--- src/rtl/mem_port_arbiter.sv ---
// mem_port_arbiter
//   Shares one unified memory port between instruction fetch and the data
//   (load/store) stage. Data has priority; a saturating starvation counter
//   forces a fetch grant after STARVE_MAX consecutive data grants made while
//   fetch was waiting. Each access is sequenced IDLE -> WRITE -> IDLE for
//   stores, and IDLE -> READ_WAIT (RD_LAT cycles) -> RESP -> IDLE for reads.
//
//   Parameters: RD_LAT (1..4) read latency, STARVE_MAX fetch starvation bound.
//   Optional:   define MEM_ALIGN_CHECK_EN to add dm_err and suppress
//               misaligned data accesses (granted, never issued).
//
//   Ports:
//     clk, rst               clock (rising edge), async active-low reset
//     if_req/if_adr          fetch request (word reads only)
//     if_gnt/if_rvalid/if_rdata  fetch grant pulse, response pulse, data
//     dm_req/dm_we/dm_size/dm_adr/dm_wdata  data request fields
//     dm_gnt/dm_rvalid/dm_rdata  data grant pulse, load response, data
//     dm_err                 misaligned-access pulse (MEM_ALIGN_CHECK_EN only)
//     mem_read/mem_write/mem_size/mem_adr/mem_wdata/mem_rdata  memory port
module mem_port_arbiter #(
  parameter int unsigned RD_LAT     = 1,
  parameter int unsigned STARVE_MAX = 3
) (
  input  logic        clk,
  input  logic        rst,
  input  logic        if_req,
  input  logic [31:0] if_adr,
  output logic        if_gnt,
  output logic        if_rvalid,
  output logic [31:0] if_rdata,
  input  logic        dm_req,
  input  logic        dm_we,
  input  logic [1:0]  dm_size,
  input  logic [31:0] dm_adr,
  input  logic [31:0] dm_wdata,
  output logic        dm_gnt,
  output logic        dm_rvalid,
  output logic [31:0] dm_rdata,
`ifdef MEM_ALIGN_CHECK_EN
  output logic        dm_err,
`endif
  output logic        mem_read,
  output logic        mem_write,
  output logic [1:0]  mem_size,
  output logic [31:0] mem_adr,
  output logic [31:0] mem_wdata,
  input  logic [31:0] mem_rdata
);

  localparam int unsigned   SW         = (STARVE_MAX < 1) ? 1 : $clog2(STARVE_MAX + 1);
  localparam logic [SW-1:0] STARVE_LIM = SW'(STARVE_MAX);
  localparam logic [1:0]    LAT_LAST   = 2'(RD_LAT - 1);

  typedef enum logic [1:0] {IDLE, WRITE, READ_WAIT, RESP} state_t;

  state_t        state, state_nxt;
  logic          run;        // low until the first clock edge after reset release
  logic          owner_dm;   // 1 = data port owns the access in flight
  logic [1:0]    lat_cnt;
  logic [SW-1:0] starve_cnt;
  logic          fetch_win, data_win, dm_misaligned, lat_last;
`ifdef MEM_ALIGN_CHECK_EN
  logic          err_pend, err_store;
`endif

`ifdef MEM_ALIGN_CHECK_EN
  assign dm_misaligned = ((dm_size == 2'd0) && (dm_adr[1:0] != 2'b00)) ||
                         ((dm_size == 2'd2) && dm_adr[0]);
`else
  assign dm_misaligned = 1'b0;
`endif

  assign lat_last = (lat_cnt == LAT_LAST);

  // Winner selection: data first, unless fetch has waited STARVE_MAX grants.
  always_comb begin
    fetch_win = 1'b0;
    data_win  = 1'b0;
    if (state == IDLE && run) begin
      if (if_req && (!dm_req || starve_cnt == STARVE_LIM)) fetch_win = 1'b1;
      else if (dm_req)                                     data_win  = 1'b1;
    end
  end

  // State register
  always_ff @(posedge clk or negedge rst) begin
    if (!rst) state <= IDLE;
    else      state <= state_nxt;
  end

  // Next-state logic
  always_comb begin
    state_nxt = state;
    case (state)
      IDLE: begin
        if (fetch_win)          state_nxt = READ_WAIT;
        else if (data_win) begin
          if (dm_misaligned)    state_nxt = RESP;
          else if (dm_we)       state_nxt = WRITE;
          else                  state_nxt = READ_WAIT;
        end
      end
      WRITE:     state_nxt = IDLE;
      READ_WAIT: if (lat_last) state_nxt = RESP;
      RESP:      state_nxt = IDLE;
      default:   state_nxt = IDLE;
    endcase
  end

  // Outputs decoded from state and owner
  always_comb begin
    if_gnt    = fetch_win;
    dm_gnt    = data_win;
    if_rvalid = (state == RESP) && !owner_dm;
`ifdef MEM_ALIGN_CHECK_EN
    dm_rvalid = (state == RESP) && owner_dm && !err_store;
    dm_err    = (state == RESP) && err_pend;
`else
    dm_rvalid = (state == RESP) && owner_dm;
`endif
  end

  // Memory port registers, latency/starvation counters, response data
  always_ff @(posedge clk or negedge rst) begin
    if (!rst) begin
      run        <= 1'b0;
      owner_dm   <= 1'b0;
      lat_cnt    <= '0;
      starve_cnt <= '0;
      mem_read   <= 1'b0;
      mem_write  <= 1'b0;
      mem_size   <= '0;
      mem_adr    <= '0;
      mem_wdata  <= '0;
      if_rdata   <= '0;
      dm_rdata   <= '0;
`ifdef MEM_ALIGN_CHECK_EN
      err_pend   <= 1'b0;
      err_store  <= 1'b0;
`endif
    end else begin
      run <= 1'b1;
      case (state)
        IDLE: begin
          lat_cnt <= '0;
          if (fetch_win) begin
            owner_dm   <= 1'b0;
            mem_read   <= 1'b1;
            mem_adr    <= if_adr;
            mem_size   <= 2'd0;
            starve_cnt <= '0;
          end else if (data_win) begin
            owner_dm  <= 1'b1;
            mem_adr   <= dm_adr;
            mem_size  <= dm_size;
            mem_wdata <= dm_wdata;
            mem_read  <= !dm_we && !dm_misaligned;
            mem_write <= dm_we && !dm_misaligned;
            if (!if_req)                        starve_cnt <= '0;
            else if (starve_cnt != STARVE_LIM)  starve_cnt <= starve_cnt + 1'b1;
`ifdef MEM_ALIGN_CHECK_EN
            err_pend  <= dm_misaligned;
            err_store <= dm_misaligned && dm_we;
            if (dm_misaligned && !dm_we) dm_rdata <= '0;
`endif
          end else if (!if_req) begin
            starve_cnt <= '0;
          end
        end
        WRITE: mem_write <= 1'b0;
        READ_WAIT: begin
          lat_cnt <= lat_cnt + 1'b1;
          if (lat_last) begin
            mem_read <= 1'b0;
            // Loading the owner's data register here makes it change exactly
            // as rvalid rises, and hold between pulses.
            if (owner_dm) dm_rdata <= mem_rdata;
            else          if_rdata <= mem_rdata;
          end
        end
        RESP: begin
`ifdef MEM_ALIGN_CHECK_EN
          err_pend  <= 1'b0;
          err_store <= 1'b0;
`endif
        end
        default: ;
      endcase
    end
  end

endmodule

--- config.mk ---
export PLATFORM = sky130hd
export DESIGN_NAME = mem_port_arbiter
export DESIGN_NICKNAME = d
export VERILOG_FILES = /design/src/rtl/mem_port_arbiter.sv
export SDC_FILE = /design/constraint.sdc
export NUM_CORES = 1
export LEC_CHECK = 0
export CAP_MARGIN = 15
export CORE_MARGIN = 2
export CORE_UTILIZATION = 40
export CTS_CLUSTER_DIAMETER = 50
export DETAILED_ROUTE_END_ITERATION = 8
export GPL_TIMING_DRIVEN = 0
export PLACE_DENSITY = 0.87
export SYNTH_ARGS = -nofsm -noshare
export SYNTH_HDL_FRONTEND = slang
export SYNTH_SLANG_ARGS = --single-unit
--- constraint.sdc ---
create_clock -name clk -period 2.6 [get_ports clk]
set_clock_uncertainty 0.2 [all_clocks]
set_input_delay 0.52 -clock clk [delete_from_list [all_inputs] [get_ports clk]]
set_output_delay 0.52 -clock clk [all_outputs]
set_load 0.05 [all_outputs]
==> impl_metrics.tcl <==
set metrics [dict create \
    outcome "complete, no violations" \
    antenna_found_initial 0 \
    die_x_um 126 \
    drt-initial-drc-count 192 \
    routedWlPerCell_um 16.1 \
    dp_hpwl_mm 11.4 \
    cts.sinks 140 \
    dp_slack_ns -0.575 \
    n_antenna_cell 0 \
    drtAntennaViolNets 0 \
    fmax_mhz 399 \
    slew_violations 0 \
    die_h_um 126 \
    hold_class "reg -> reg" \
    drc 0 \
    clk_latency_ns 0.41 \
    cts_tree "done" \
    crit_required_ns 1.88 \
    num_rows 44 \
    tns_ns 0 \
    syn_area_per_cell_um2 12.7 \
    cp-start-kind "input pin" \
    placed_cell_area_um2 8880 \
    synth_nets 603 \
    numPortBuffers 270 \
    nNetsFinal 895 \
    finalHoldViolCount 0 \
    rsz0062_at_grt "false" \
    setup_ws_ns 0.0958 \
    p_leak_nw 4.47 \
    hold_ws_ns 0.271 \
    postSynthCellCount 466 \
    vias 4532 \
    final_common_cell "clkdlybuf4s50_1" \
    cp.arrival_ns 1.78 \
    fin_crit_ns 2.50 \
    clk_pin_slew_ns 0.06 \
    core_area_um2 14500 \
    maxSlewHeadroom_pct 62.0 \
    via_per_inst 4.75 \
    drv_cap 0 \
    ir_worst_vdd_uv 634 \
    grt_usage_pct 20.5 \
    netlist_area_um2 5920 \
    synthToLayoutAreaGrowth_pct 60.4 \
    cts-buffers-inserted 17 \
    yosysWarnings 0 \
    cts-root-buf "clkbuf_16" \
    h-tree-depth 4 \
    clockBufferDepth 2 \
    stdcell_area_um2 9490 \
    path_max_fanout 4 \
    io_pins 271 \
    setup_viol 0 \
    power.density_nw_per_um2 1530 \
    worst_pin_slew_ns 0.570 \
    utilization_pct 65.5 \
    finalCritPeriodShare_pct 96.3 \
    grt_max_degree 81 \
    gr-total-overflow 0 \
    start_util_pct 40.9 \
    grt_pass1_wl_mm 25.4 \
    criticalPathCategory "in -> out" \
    netlist-cell-type-count 32 \
    drtPass1Iterations 4 \
    drive_gt1_share_pct 16.7 \
    seq_area_frac_synth_pct 59.2 \
    dieArea_um2 15800 \
    ys_seq_elements 140 \
    critPathCaptureType "output port" \
    place_congestion 0.746 \
    final_cell_mix "265 x clkdlybuf4s50_1, 138 x dfrtp_1, 133 x nand2_1, 60 x mux2_4, 33 x o21ai_1" \
    grt_pass1_vias 4757 \
    wirelength_mm 15.4 \
]
==> metal layers <==
layer / wire [um] / GRT usage (%) / vias up / share of wire, %
met4: 272 / 6.86 / 0 / 1.8
met1: 6350 / 24.7 / 2195 / 41
met5: 0 / 0 / - / 0
met3: 1110 / 7.14 / 19 / 7.2
met2: 7670 / 34.4 / 177 / 50
li1: - / - / 2141 / -
==> logic make-up (layout without fill, tap and decap cells) <==
group	after synthesis	count (layout)	share of synthesized area, %
AND/OR/NAND/NOR	146	146	10.5
flip-flops	140	140	59.2
multiplexers	98	98	21.8
AO/OA/AOI/OAI	49	49	4.38
buffers and inverters	30	335	3.60
adder cells (fa/ha/maj)	2	2	0.423
other	1	1	0.0634
==> stage by stage <==
stage	power [mW]	cells
2_1_floorplan	9.38	466
3_3_place_gp	12.1	920
3_5_place_dp	12.2	921
4_1_cts	14.7	954
5_1_grt	15.2	955
6_report	14.6	955
==> worst paths after layout <==
kind                                      startpoint                         to  slack [ns]  cells past startpoint
max in group asynchronous                        rst       state[1]$_DFFE_PN0P_        0.92                      3
max                                           dm_req                     if_gnt         0.1                      5
min in group asynchronous                        rst   dm_rdata[24]$_DFFE_PN0P_        0.44                      2
min                        mem_wdata[13]$_DFFE_PN0P_  mem_wdata[13]$_DFFE_PN0P_        0.27                      2
max reg2reg                starve_cnt[0]$_DFFE_PN0P_    mem_adr[29]$_DFFE_PN0P_        0.65                      5
min reg2reg                mem_wdata[13]$_DFFE_PN0P_  mem_wdata[13]$_DFFE_PN0P_        0.27                      2
==> cell type report <==
class,instances,area [um2]
plain buffers,23,189
clock buffers,23,478
repair buffers,273,2740
well taps,184,230
inverters,7,26.3
fillers,1106,4990
flip-flops and latches,140,3510
multi-input cells,296,2210
clock inverters,9,111
==> synthesized netlist by cell type, drive strengths merged <==
cell,number,area (um2)
mux2,66,968
buf,17,164
nor3,1,5.00
a22o,2,17.5
o21a,1,7.51
nor2b,1,6.26
and2,1,6.26
clkbuf,6,22.5
dfrtp,140,3500
conb,1,3.75
nand2,134,510
a21oi,3,15.0
o21ai,43,219
and2b,1,10.0
nand3,3,32.5
and3,1,6.26
inv,7,26.3
mux2i,32,320
nor2,3,27.5
ha,2,25.0
nor3b,1,18.8
==> registers in the layout, summed over array words and instances (netlist names) <==
register,cells
dm_rdata,32
if_rdata,32
mem_adr,32
mem_wdata,32
lat_cnt,2
mem_size,2
starve_cnt,2
state,2
mem_read,1
mem_write,1
owner_dm,1
run,1
==> where the power goes <==
group	switching [mW]	total, mW	internal, mW	leakage (nW)
Combinational	5.10	8.27	3.17	2.48
Clock	0.902	2.39	1.49	0.284
Sequential	0.641	3.89	3.25	1.70
==> critical path, stage by stage <==
cell             delay, ns
clkdlybuf4s50_1       0.59
inv_2                 0.08
o21a_1                0.21
and2_1                0.17
buf_2                 0.21
==> repair_timing <==
item | 4_1_cts | 5_1_grt
gates resized for setup | 12 | 11
hold buffers | 1 | 0
hold endpoints to repair | 60 | 0
setup buffers | 0 | 1
pin swaps | 0 | 2
setup endpoints to repair | 4 | 3
Note: power is estimated with default switching activity, not from simulation.
